--- src/rtl/axi_stream_if.sv ---
// rtl/axi_stream_if.sv - byte-wide stream interface carrying received lane payload
interface axi_stream_if;
  logic [7:0] tdata;
  logic       tvalid;
  logic       tlast;
  logic       tready;

  modport master (output tdata, output tvalid, output tlast, input tready);
  modport slave  (input tdata, input tvalid, input tlast, output tready);
endinterface

--- src/rtl/aurora_rx_lane.sv ---
// rtl/aurora_rx_lane.sv - Aurora simplex receive lane: init FSM, error monitor and framer
module aurora_rx_lane #(
  parameter int ALIGN_COUNT  = 4,
  parameter int VERIFY_COUNT = 64,
  parameter int ERR_LIMIT    = 15
) (
  input  logic         clk,
  input  logic         rst_n,
  input  logic [7:0]   data_in,
  input  logic         ctrl_in,
  input  logic         code_err,
  axi_stream_if.master axi_stream,
  output logic         simplex_aligned,
  output logic         simplex_verified,
  output logic         simplex_reset,
  output logic         frame_err
);

  localparam logic [7:0] SYM_K    = 8'hBC;
  localparam logic [7:0] SYM_A    = 8'h7C;
  localparam logic [7:0] SYM_R    = 8'h1C;
  localparam logic [7:0] SYM_CC   = 8'hF7;
  localparam logic [7:0] SYM_SCP1 = 8'h5C;
  localparam logic [7:0] SYM_SCP2 = 8'hFB;
  localparam logic [7:0] SYM_ECP1 = 8'hFD;
  localparam logic [7:0] SYM_ECP2 = 8'hFE;

  // Counters run 0..COUNT-1; the transition fires on the symbol that would reach COUNT.
  localparam int ACW = (ALIGN_COUNT > 1) ? $clog2(ALIGN_COUNT) : 1;
  localparam int VCW = (VERIFY_COUNT > 1) ? $clog2(VERIFY_COUNT) : 1;
  localparam logic [ACW-1:0] ALIGN_LAST  = ACW'(ALIGN_COUNT - 1);
  localparam logic [VCW-1:0] VERIFY_LAST = VCW'(VERIFY_COUNT - 1);
  localparam logic [7:0]     ERR_LAST    = 8'(ERR_LIMIT - 1);

  typedef enum logic [1:0] {L_RESET, L_ALIGN, L_VERIFY, L_READY} lane_state_t;
  typedef enum logic [1:0] {F_IDLE, F_SCP1, F_IN_FRAME, F_ECP1} frm_state_t;

  lane_state_t    lane_q, lane_d;
  frm_state_t     frm_q, frm_d;
  logic           scp_in_frame_q, scp_in_frame_d;
  logic [ACW-1:0] align_cnt_q, align_cnt_d;
  logic [VCW-1:0] verify_cnt_q, verify_cnt_d;
  logic [7:0]     err_cnt_q, err_cnt_d;
  logic [7:0]     hold_q, hold_d;
  logic           hold_vld_q, hold_vld_d;
  logic [7:0]     tdata_q, tdata_d;
  logic           tvalid_q, tvalid_d;
  logic           tlast_q, tlast_d;
  logic           aligned_q, aligned_d;
  logic           verified_q, verified_d;
  logic           sreset_q, sreset_d;
  logic           ferr_q, ferr_d;
  logic           unused_tready;

  logic is_k, is_a, is_r, is_cc, is_scp1, is_scp2, is_ecp1, is_ecp2;
  assign is_k    = ctrl_in && (data_in == SYM_K);
  assign is_a    = ctrl_in && (data_in == SYM_A);
  assign is_r    = ctrl_in && (data_in == SYM_R);
  assign is_cc   = ctrl_in && (data_in == SYM_CC);
  assign is_scp1 = ctrl_in && (data_in == SYM_SCP1);
  assign is_scp2 = ctrl_in && (data_in == SYM_SCP2);
  assign is_ecp1 = ctrl_in && (data_in == SYM_ECP1);
  assign is_ecp2 = ctrl_in && (data_in == SYM_ECP2);

  assign axi_stream.tdata  = tdata_q;
  assign axi_stream.tvalid = tvalid_q;
  assign axi_stream.tlast  = tlast_q;
  assign unused_tready     = axi_stream.tready;
  assign simplex_aligned   = aligned_q;
  assign simplex_verified  = verified_q;
  assign simplex_reset     = sreset_q;
  assign frame_err         = ferr_q;

  // Next-state logic for the init FSM, error monitor and framer.
  always_comb begin
    lane_d         = lane_q;
    frm_d          = frm_q;
    scp_in_frame_d = scp_in_frame_q;
    align_cnt_d    = align_cnt_q;
    verify_cnt_d   = verify_cnt_q;
    err_cnt_d      = err_cnt_q;
    hold_d         = hold_q;
    hold_vld_d     = hold_vld_q;
    tdata_d        = tdata_q;
    tvalid_d       = 1'b0;
    tlast_d        = 1'b0;
    aligned_d      = aligned_q;
    verified_d     = verified_q;
    sreset_d       = 1'b0;
    ferr_d         = 1'b0;

    case (lane_q)
      L_RESET: begin
        lane_d      = L_ALIGN;
        align_cnt_d = '0;
        err_cnt_d   = '0;
      end
      L_ALIGN: begin
        if (is_k && !code_err) begin
          if (align_cnt_q == ALIGN_LAST) begin
            lane_d       = L_VERIFY;
            aligned_d    = 1'b1;
            verify_cnt_d = '0;
          end else begin
            align_cnt_d = align_cnt_q + 1'b1;
          end
        end else begin
          align_cnt_d = '0;
        end
      end
      L_VERIFY: begin
        // Errored symbols are left to the error monitor and neither count nor clear.
        if (!code_err) begin
          if (is_a) begin
            if (verify_cnt_q == VERIFY_LAST) begin
              lane_d     = L_READY;
              verified_d = 1'b1;
            end else begin
              verify_cnt_d = verify_cnt_q + 1'b1;
            end
          end else if (!(is_k || is_r || is_cc)) begin
            verify_cnt_d = '0;
          end
        end
      end
      L_READY: begin
        if (!code_err) begin
          case (frm_q)
            F_IDLE: begin
              if (is_scp1) begin
                frm_d          = F_SCP1;
                scp_in_frame_d = 1'b0;
              end else if (!ctrl_in || is_ecp1) begin
                ferr_d = 1'b1;
              end
            end
            F_SCP1: begin
              if (is_scp2) begin
                frm_d = F_IN_FRAME;
                if (scp_in_frame_q) begin
                  // A new SCP closes the open frame early.
                  ferr_d     = 1'b1;
                  tvalid_d   = hold_vld_q;
                  tlast_d    = 1'b1;
                  tdata_d    = hold_q;
                  hold_vld_d = 1'b0;
                end
              end else begin
                ferr_d = 1'b1;
                frm_d  = scp_in_frame_q ? F_IN_FRAME : F_IDLE;
              end
            end
            F_IN_FRAME: begin
              if (!ctrl_in) begin
                tvalid_d   = hold_vld_q;
                tdata_d    = hold_q;
                hold_d     = data_in;
                hold_vld_d = 1'b1;
              end else if (is_ecp1) begin
                frm_d = F_ECP1;
              end else if (is_scp1) begin
                frm_d          = F_SCP1;
                scp_in_frame_d = 1'b1;
              end
            end
            F_ECP1: begin
              if (is_ecp2) begin
                frm_d      = F_IDLE;
                tvalid_d   = hold_vld_q;
                tlast_d    = 1'b1;
                tdata_d    = hold_q;
                hold_vld_d = 1'b0;
              end else begin
                ferr_d = 1'b1;
                frm_d  = F_IN_FRAME;
              end
            end
          endcase
        end
      end
    endcase

    // Error monitor: overrides everything above when the limit trips.
    if ((lane_q == L_VERIFY || lane_q == L_READY) && code_err) begin
      if (err_cnt_q != 8'hFF) err_cnt_d = err_cnt_q + 8'd1;
      if (err_cnt_q >= ERR_LAST) begin
        lane_d     = L_RESET;
        aligned_d  = 1'b0;
        verified_d = 1'b0;
        sreset_d   = 1'b1;
        ferr_d     = (frm_q == F_IN_FRAME) || (frm_q == F_ECP1) ||
                     ((frm_q == F_SCP1) && scp_in_frame_q);
        frm_d      = F_IDLE;
        hold_vld_d = 1'b0;
        tvalid_d   = 1'b0;
        tlast_d    = 1'b0;
      end
    end
  end

  // State and output registers.
  always_ff @(posedge clk or negedge rst_n) begin
    if (!rst_n) begin
      lane_q         <= L_RESET;
      frm_q          <= F_IDLE;
      scp_in_frame_q <= 1'b0;
      align_cnt_q    <= '0;
      verify_cnt_q   <= '0;
      err_cnt_q      <= '0;
      hold_q         <= 8'h00;
      hold_vld_q     <= 1'b0;
      tdata_q        <= 8'h00;
      tvalid_q       <= 1'b0;
      tlast_q        <= 1'b0;
      aligned_q      <= 1'b0;
      verified_q     <= 1'b0;
      sreset_q       <= 1'b0;
      ferr_q         <= 1'b0;
    end else begin
      lane_q         <= lane_d;
      frm_q          <= frm_d;
      scp_in_frame_q <= scp_in_frame_d;
      align_cnt_q    <= align_cnt_d;
      verify_cnt_q   <= verify_cnt_d;
      err_cnt_q      <= err_cnt_d;
      hold_q         <= hold_d;
      hold_vld_q     <= hold_vld_d;
      tdata_q        <= tdata_d;
      tvalid_q       <= tvalid_d;
      tlast_q        <= tlast_d;
      aligned_q      <= aligned_d;
      verified_q     <= verified_d;
      sreset_q       <= sreset_d;
      ferr_q         <= ferr_d;
    end
  end

endmodule

--- src/flat_wrapper.sv ---
// flat-port wrapper written by rule: the top's interface ports become plain ports
module aurora_rx_lane_flat 
#(
  parameter int ALIGN_COUNT  = 4,
  parameter int VERIFY_COUNT = 64,
  parameter int ERR_LIMIT    = 15
)
  (clk, rst_n, data_in, ctrl_in, code_err, simplex_aligned, simplex_verified, simplex_reset, frame_err, axi_stream_tdata, axi_stream_tvalid, axi_stream_tlast, axi_stream_tready);
  axi_stream_if axi_stream_i ();
  input  logic clk;
  input  logic rst_n;
  input  logic [7:0] data_in;
  input  logic ctrl_in;
  input  logic code_err;
  output logic simplex_aligned;
  output logic simplex_verified;
  output logic simplex_reset;
  output logic frame_err;
  output wire logic [$bits(axi_stream_i.tdata)-1:0] axi_stream_tdata;
  output wire logic [$bits(axi_stream_i.tvalid)-1:0] axi_stream_tvalid;
  output wire logic [$bits(axi_stream_i.tlast)-1:0] axi_stream_tlast;
  input wire logic [$bits(axi_stream_i.tready)-1:0] axi_stream_tready;
  assign axi_stream_tdata = axi_stream_i.tdata;
  assign axi_stream_tvalid = axi_stream_i.tvalid;
  assign axi_stream_tlast = axi_stream_i.tlast;
  assign axi_stream_i.tready = axi_stream_tready;
  aurora_rx_lane #(.ALIGN_COUNT(ALIGN_COUNT), .VERIFY_COUNT(VERIFY_COUNT), .ERR_LIMIT(ERR_LIMIT)) u_core (.clk(clk), .rst_n(rst_n), .data_in(data_in), .ctrl_in(ctrl_in), .code_err(code_err), .axi_stream(axi_stream_i), .simplex_aligned(simplex_aligned), .simplex_verified(simplex_verified), .simplex_reset(simplex_reset), .frame_err(frame_err));
endmodule
--- config.mk ---
export PLATFORM = sky130hd
export DESIGN_NAME = aurora_rx_lane_flat
export DESIGN_NICKNAME = d
export VERILOG_FILES = /design/src/rtl/axi_stream_if.sv /design/src/rtl/aurora_rx_lane.sv /design/src/flat_wrapper.sv
export SDC_FILE = /design/constraint.sdc
export NUM_CORES = 1
export LEC_CHECK = 0
export BUFFER_PORTS_ARGS = -buffer_cell sky130_fd_sc_hd__clkbuf_2
export CAP_MARGIN = 40
export CELL_PAD_IN_SITES_DETAIL_PLACEMENT = 1
export CELL_PAD_IN_SITES_GLOBAL_PLACEMENT = 1
export CORE_MARGIN = 2
export CORE_UTILIZATION = 30
export DETAILED_ROUTE_END_ITERATION = 16
export GPL_TIMING_DRIVEN = 0
export PLACE_DENSITY = 0.52
export SETUP_SLACK_MARGIN = 0.3
export SLEW_MARGIN = 0
export SYNTH_ARGS = -nofsm -noshare
export SYNTH_HDL_FRONTEND = slang
export SYNTH_SLANG_ARGS = --single-unit
--- constraint.sdc ---
create_clock -name clk -period 2.4 [get_ports clk]
set_input_delay 0.72 -clock clk [delete_from_list [all_inputs] [get_ports clk]]
set_output_delay 0.72 -clock clk [all_outputs]
set_load 0.05 [all_outputs]
==> results.sh <==
export IMPL_post_place_ws_ns=-0.0626
export IMPL_viasPerCell=4.92
export IMPL_fmax_mhz=492
export IMPL_rsz0062_at_grt="true"
export IMPL_grt_pass1_vias=1761
export IMPL_gp_congestion=0.754
export IMPL_tightestPinTransition_ns=0.605
export IMPL_die_area_um2=8340
export IMPL_synth_cell_types=52
export IMPL_crit_chain="clkbuf_2 -> nand4bb_4 -> a2111oi_4 -> a21oi_2 -> nor2_8 -> mux2_4"
export IMPL_n_antenna_cell=0
export IMPL_dp_hpwl_um=3850
export IMPL_met1_length_um=2630
export IMPL_synth_edff_count=0
export IMPL_slew_headroom=0.597
export IMPL_fin_nets=260
export IMPL_reg2reg_depth=6
export IMPL_yosys_area_top_type="dfrtp_1"
export IMPL_fin_crit_sh=0.848
export IMPL_core_rowCount=31
export IMPL_power_density_nw_per_um2=479
export IMPL_routed_wl_um=5220
export IMPL_die_w_um=91.3
export IMPL_die_height_um=91.3
export IMPL_cts_tree="built"
export IMPL_setup_viol=0
export IMPL_cp_start_kind="input port"
export IMPL_worst_r2r_endpoint="u_core.axi_stream.tdata[5]$_DFFE_PN0P_"
export IMPL_cp_end_kind="register"
export IMPL_ios=27
export IMPL_met2_length_um=2380
export IMPL_drc=0
export IMPL_path_class="in2reg"
export IMPL_ant_nets=0
export IMPL_crit_buf_inv=1
export IMPL_maxSlewViolCount=0
export IMPL_antenna_found_initial=0
export IMPL_drive_above_1_share=0.287
export IMPL_clk_latency_ns=0.29
export IMPL_syn_inst=210
export IMPL_ys_seq_area_frac=0.481
export IMPL_synthFlopType="dfrtp_1"
export IMPL_netlist_area_um2=2290
export IMPL_synth_net_count=227
export IMPL_start_util=0.312
export IMPL_coreArea_um2=7330
export IMPL_syn_area_per_cell_um2=10.9
export IMPL_clk_pin_slew_ns=0.09
export IMPL_dr_total_vias=1689
export IMPL_placed_cell_area_um2=2560
export IMPL_async_reset_ff_frac=1.00
export IMPL_clockRootBuffer="clkbuf_8"
export IMPL_cts_buffer_depth=2
export IMPL_clkSinkCount=44
export IMPL_path_max_fanout=8
export IMPL_setup_ws_ns=0.366
export IMPL_drtIter0Drc=43
export IMPL_cpMaxStageDelayCell="a2111oi_4"
export IMPL_routed_top_layer="met4"
export IMPL_fin_skew_ns=0.00954
export IMPL_synth_area_leaders="dfrtp_1, mux2_4, nand2_1"
export IMPL_grt_first_pass_wirelength_um=9110
export IMPL_path_delay_family="compound AO/OA/AOI/OAI gates"
export IMPL_crit_arrival_ns=2.21
export IMPL_yosysWarnings=0
export IMPL_numCtsBuffers=5
export IMPL_yosys_register_bits=44
export IMPL_synthToLayoutAreaGrowth_pct=18.0
export IMPL_r2r_start="u_core.frm_q[1]$_DFF_PN0_"
export IMPL_reg2reg_setup_slack_ns=0.42
export IMPL_synth_top_cell_area_share=0.481
export IMPL_p_leak_nw=1.28
export IMPL_drv_cap=0
export IMPL_cp_required_ns=2.58
export IMPL_first_pass_iters=4
export IMPL_hold_viol=0
export IMPL_hold_path_class="in2async"
export IMPL_final_area_um2=2700
export IMPL_grt_max_degree=24
export IMPL_slowest_delay_ns=0.40
export IMPL_period_needed_ns=2.03
export IMPL_status="finished, final reports clean"
export IMPL_post_cts_setup_buffers=0
export IMPL_met3_length_um=127
export IMPL_path_depth=6
export IMPL_grt_overflow_total=0
export IMPL_port_buffers=24
export IMPL_grt_usage=0.137
export IMPL_htreeDepth=2
export IMPL_wire_per_inst_um=15.2
export IMPL_peakVddDrop_uv=228
-- registers in the layout (all words and copies together), names as in the netlist --
name,count
u_core.frm_q,2
u_core.frame_err,1
u_core.axi_stream.tdata,8
u_core.simplex_verified,1
u_core.scp_in_frame_q,1
u_core.err_cnt_q,8
u_core.lane_q,2
u_core.hold_q,8
u_core.align_cnt_q,2
u_core.verify_cnt_q,6
u_core.axi_stream.tvalid,1
u_core.axi_stream.tlast,1
u_core.hold_vld_q,1
u_core.simplex_aligned,1
u_core.simplex_reset,1
-- layout by cell type (no fill, tap or decap), drive strengths merged --
cell | Yosys | layout
dfrtp | 44 | 44
clkbuf | 1 | 33
nand2 | 22 | 22
nor2 | 17 | 17
mux2 | 15 | 15
inv | 11 | 11
a31oi | 10 | 10
o21ai | 10 | 10
a21oi | 9 | 9
nand3 | 7 | 7
mux2i | 6 | 6
and3 | 6 | 6
buf | 4 | 6
ha | 4 | 4
nor4 | 4 | 4
nor3 | 3 | 3
nand4 | 3 | 3
nor3b | 3 | 3
nand2b | 3 | 3
or4 | 3 | 3
nand3b | 3 | 3
o41ai | 3 | 3
or2 | 2 | 2
or3b | 2 | 2
a41oi | 2 | 2
nor4bb | 1 | 1
nand4b | 1 | 1
o211ai | 1 | 1
a21o | 1 | 1
nand4bb | 1 | 1
a2111oi | 1 | 1
a211oi | 1 | 1
a22o | 1 | 1
a311oi | 1 | 1
o31ai | 1 | 1
and4b | 1 | 1
xor2 | 1 | 1
a211o | 1 | 1
-- area by class of cell --
type / count / area (um^2)
clock buffer: 8 / 90.1
fill: 836 / 4630
tap: 99 / 124
sequential: 44 / 1100
timing repair buffer: 26 / 148
inverter: 11 / 41.3
multi-input combinational: 150 / 1150
buffer: 5 / 43.8
-- worst register-to-register path, stage by stage (launching register included) --
cell and delay (ns):
dfrtp_1 0.38, buf_6 0.14, nand4bb_4 0.24, a2111oi_4 0.40, a21oi_2 0.16, nor2_8 0.22, mux2_4 0.33
-- report_power, final --
| group | internal (mW) | switching, mW | leakage (nW) |
|---|---|---|---|
| sequential | 0.741 | 0.0000144 | 0.568 |
| combinational | 0.0211 | 0.0442 | 0.667 |
| clock | 0.235 | 0.251 | 0.0455 |
-- cell families (layout without fill, tap and decap cells) --
family	count (synthesis)	in the layout	share of synthesized area
buffers and inverters	16	50	0.0366
multiplexers	21	21	0.113
AND/OR/NAND/NOR	82	82	0.214
flip-flops	44	44	0.481
XOR/XNOR	1	1	0.00383
AO/OA/AOI/OAI	42	42	0.130
adder cells (fa/ha/maj)	4	4	0.0219
-- repair_timing --
action | CTS | global route
resized for setup | 1 | 6
hold endpoints to repair | 0 | 0
hold buffers | 0 | 0
endpoints found under the setup margin | 8 | 23
pin swaps | 0 | 0
gates cloned | 0 | 0
-- cells in the mapped netlist, types with 4 or more instances --
cell,number
mux2_4,8
a21oi_1,8
inv_1,11
dfrtp_1,44
nand3_1,7
o21ai_1,4
ha_1,4
mux2_2,7
o21ai_0,5
mux2i_1,6
nor2_1,15
and3_1,5
nand2_1,22
a31oi_1,10
-- through the flow --
stage	utilization	power, mW	instances	hold WS [ns]	TNS (ns)
final	0.368	1.29	343	0.416	0
after global routing	0.368	1.35	343	0.452	0
after CTS	0.363	1.31	343	0.437	0
after detailed placement	0.349	0.818	335	0.477	-0.473
after global placement	0.345	0.814	333	0.467	-0.484
after floorplan	-	0.775	210	0.424	0
-- how the worst max path moves through the flow --
stage,from,endpoint,slack [ns]
floorplan,data_in[2],u_core.axi_stream.tdata[0]$_DFFE_PN0P_,0.31
global placement,data_in[5],u_core.axi_stream.tdata[5]$_DFFE_PN0P_,-0.06
detailed placement,data_in[5],u_core.axi_stream.tdata[5]$_DFFE_PN0P_,-0.06
CTS,data_in[2],u_core.axi_stream.tdata[5]$_DFFE_PN0P_,0.32
global route,code_err,u_core.verify_cnt_q[4]$_DFFE_PN0P_,0.27
finish,data_in[2],u_core.axi_stream.tdata[5]$_DFFE_PN0P_,0.37
-- per-layer routing --
layer / vias up / track usage
li1: 839 / -
met1: 822 / 0.186
met2: 20 / 0.217
met3: 8 / 0.0290
met4: 0 / 0.0455
met5: - / 0
No activity file was read; power rests on OpenSTA's default activity.
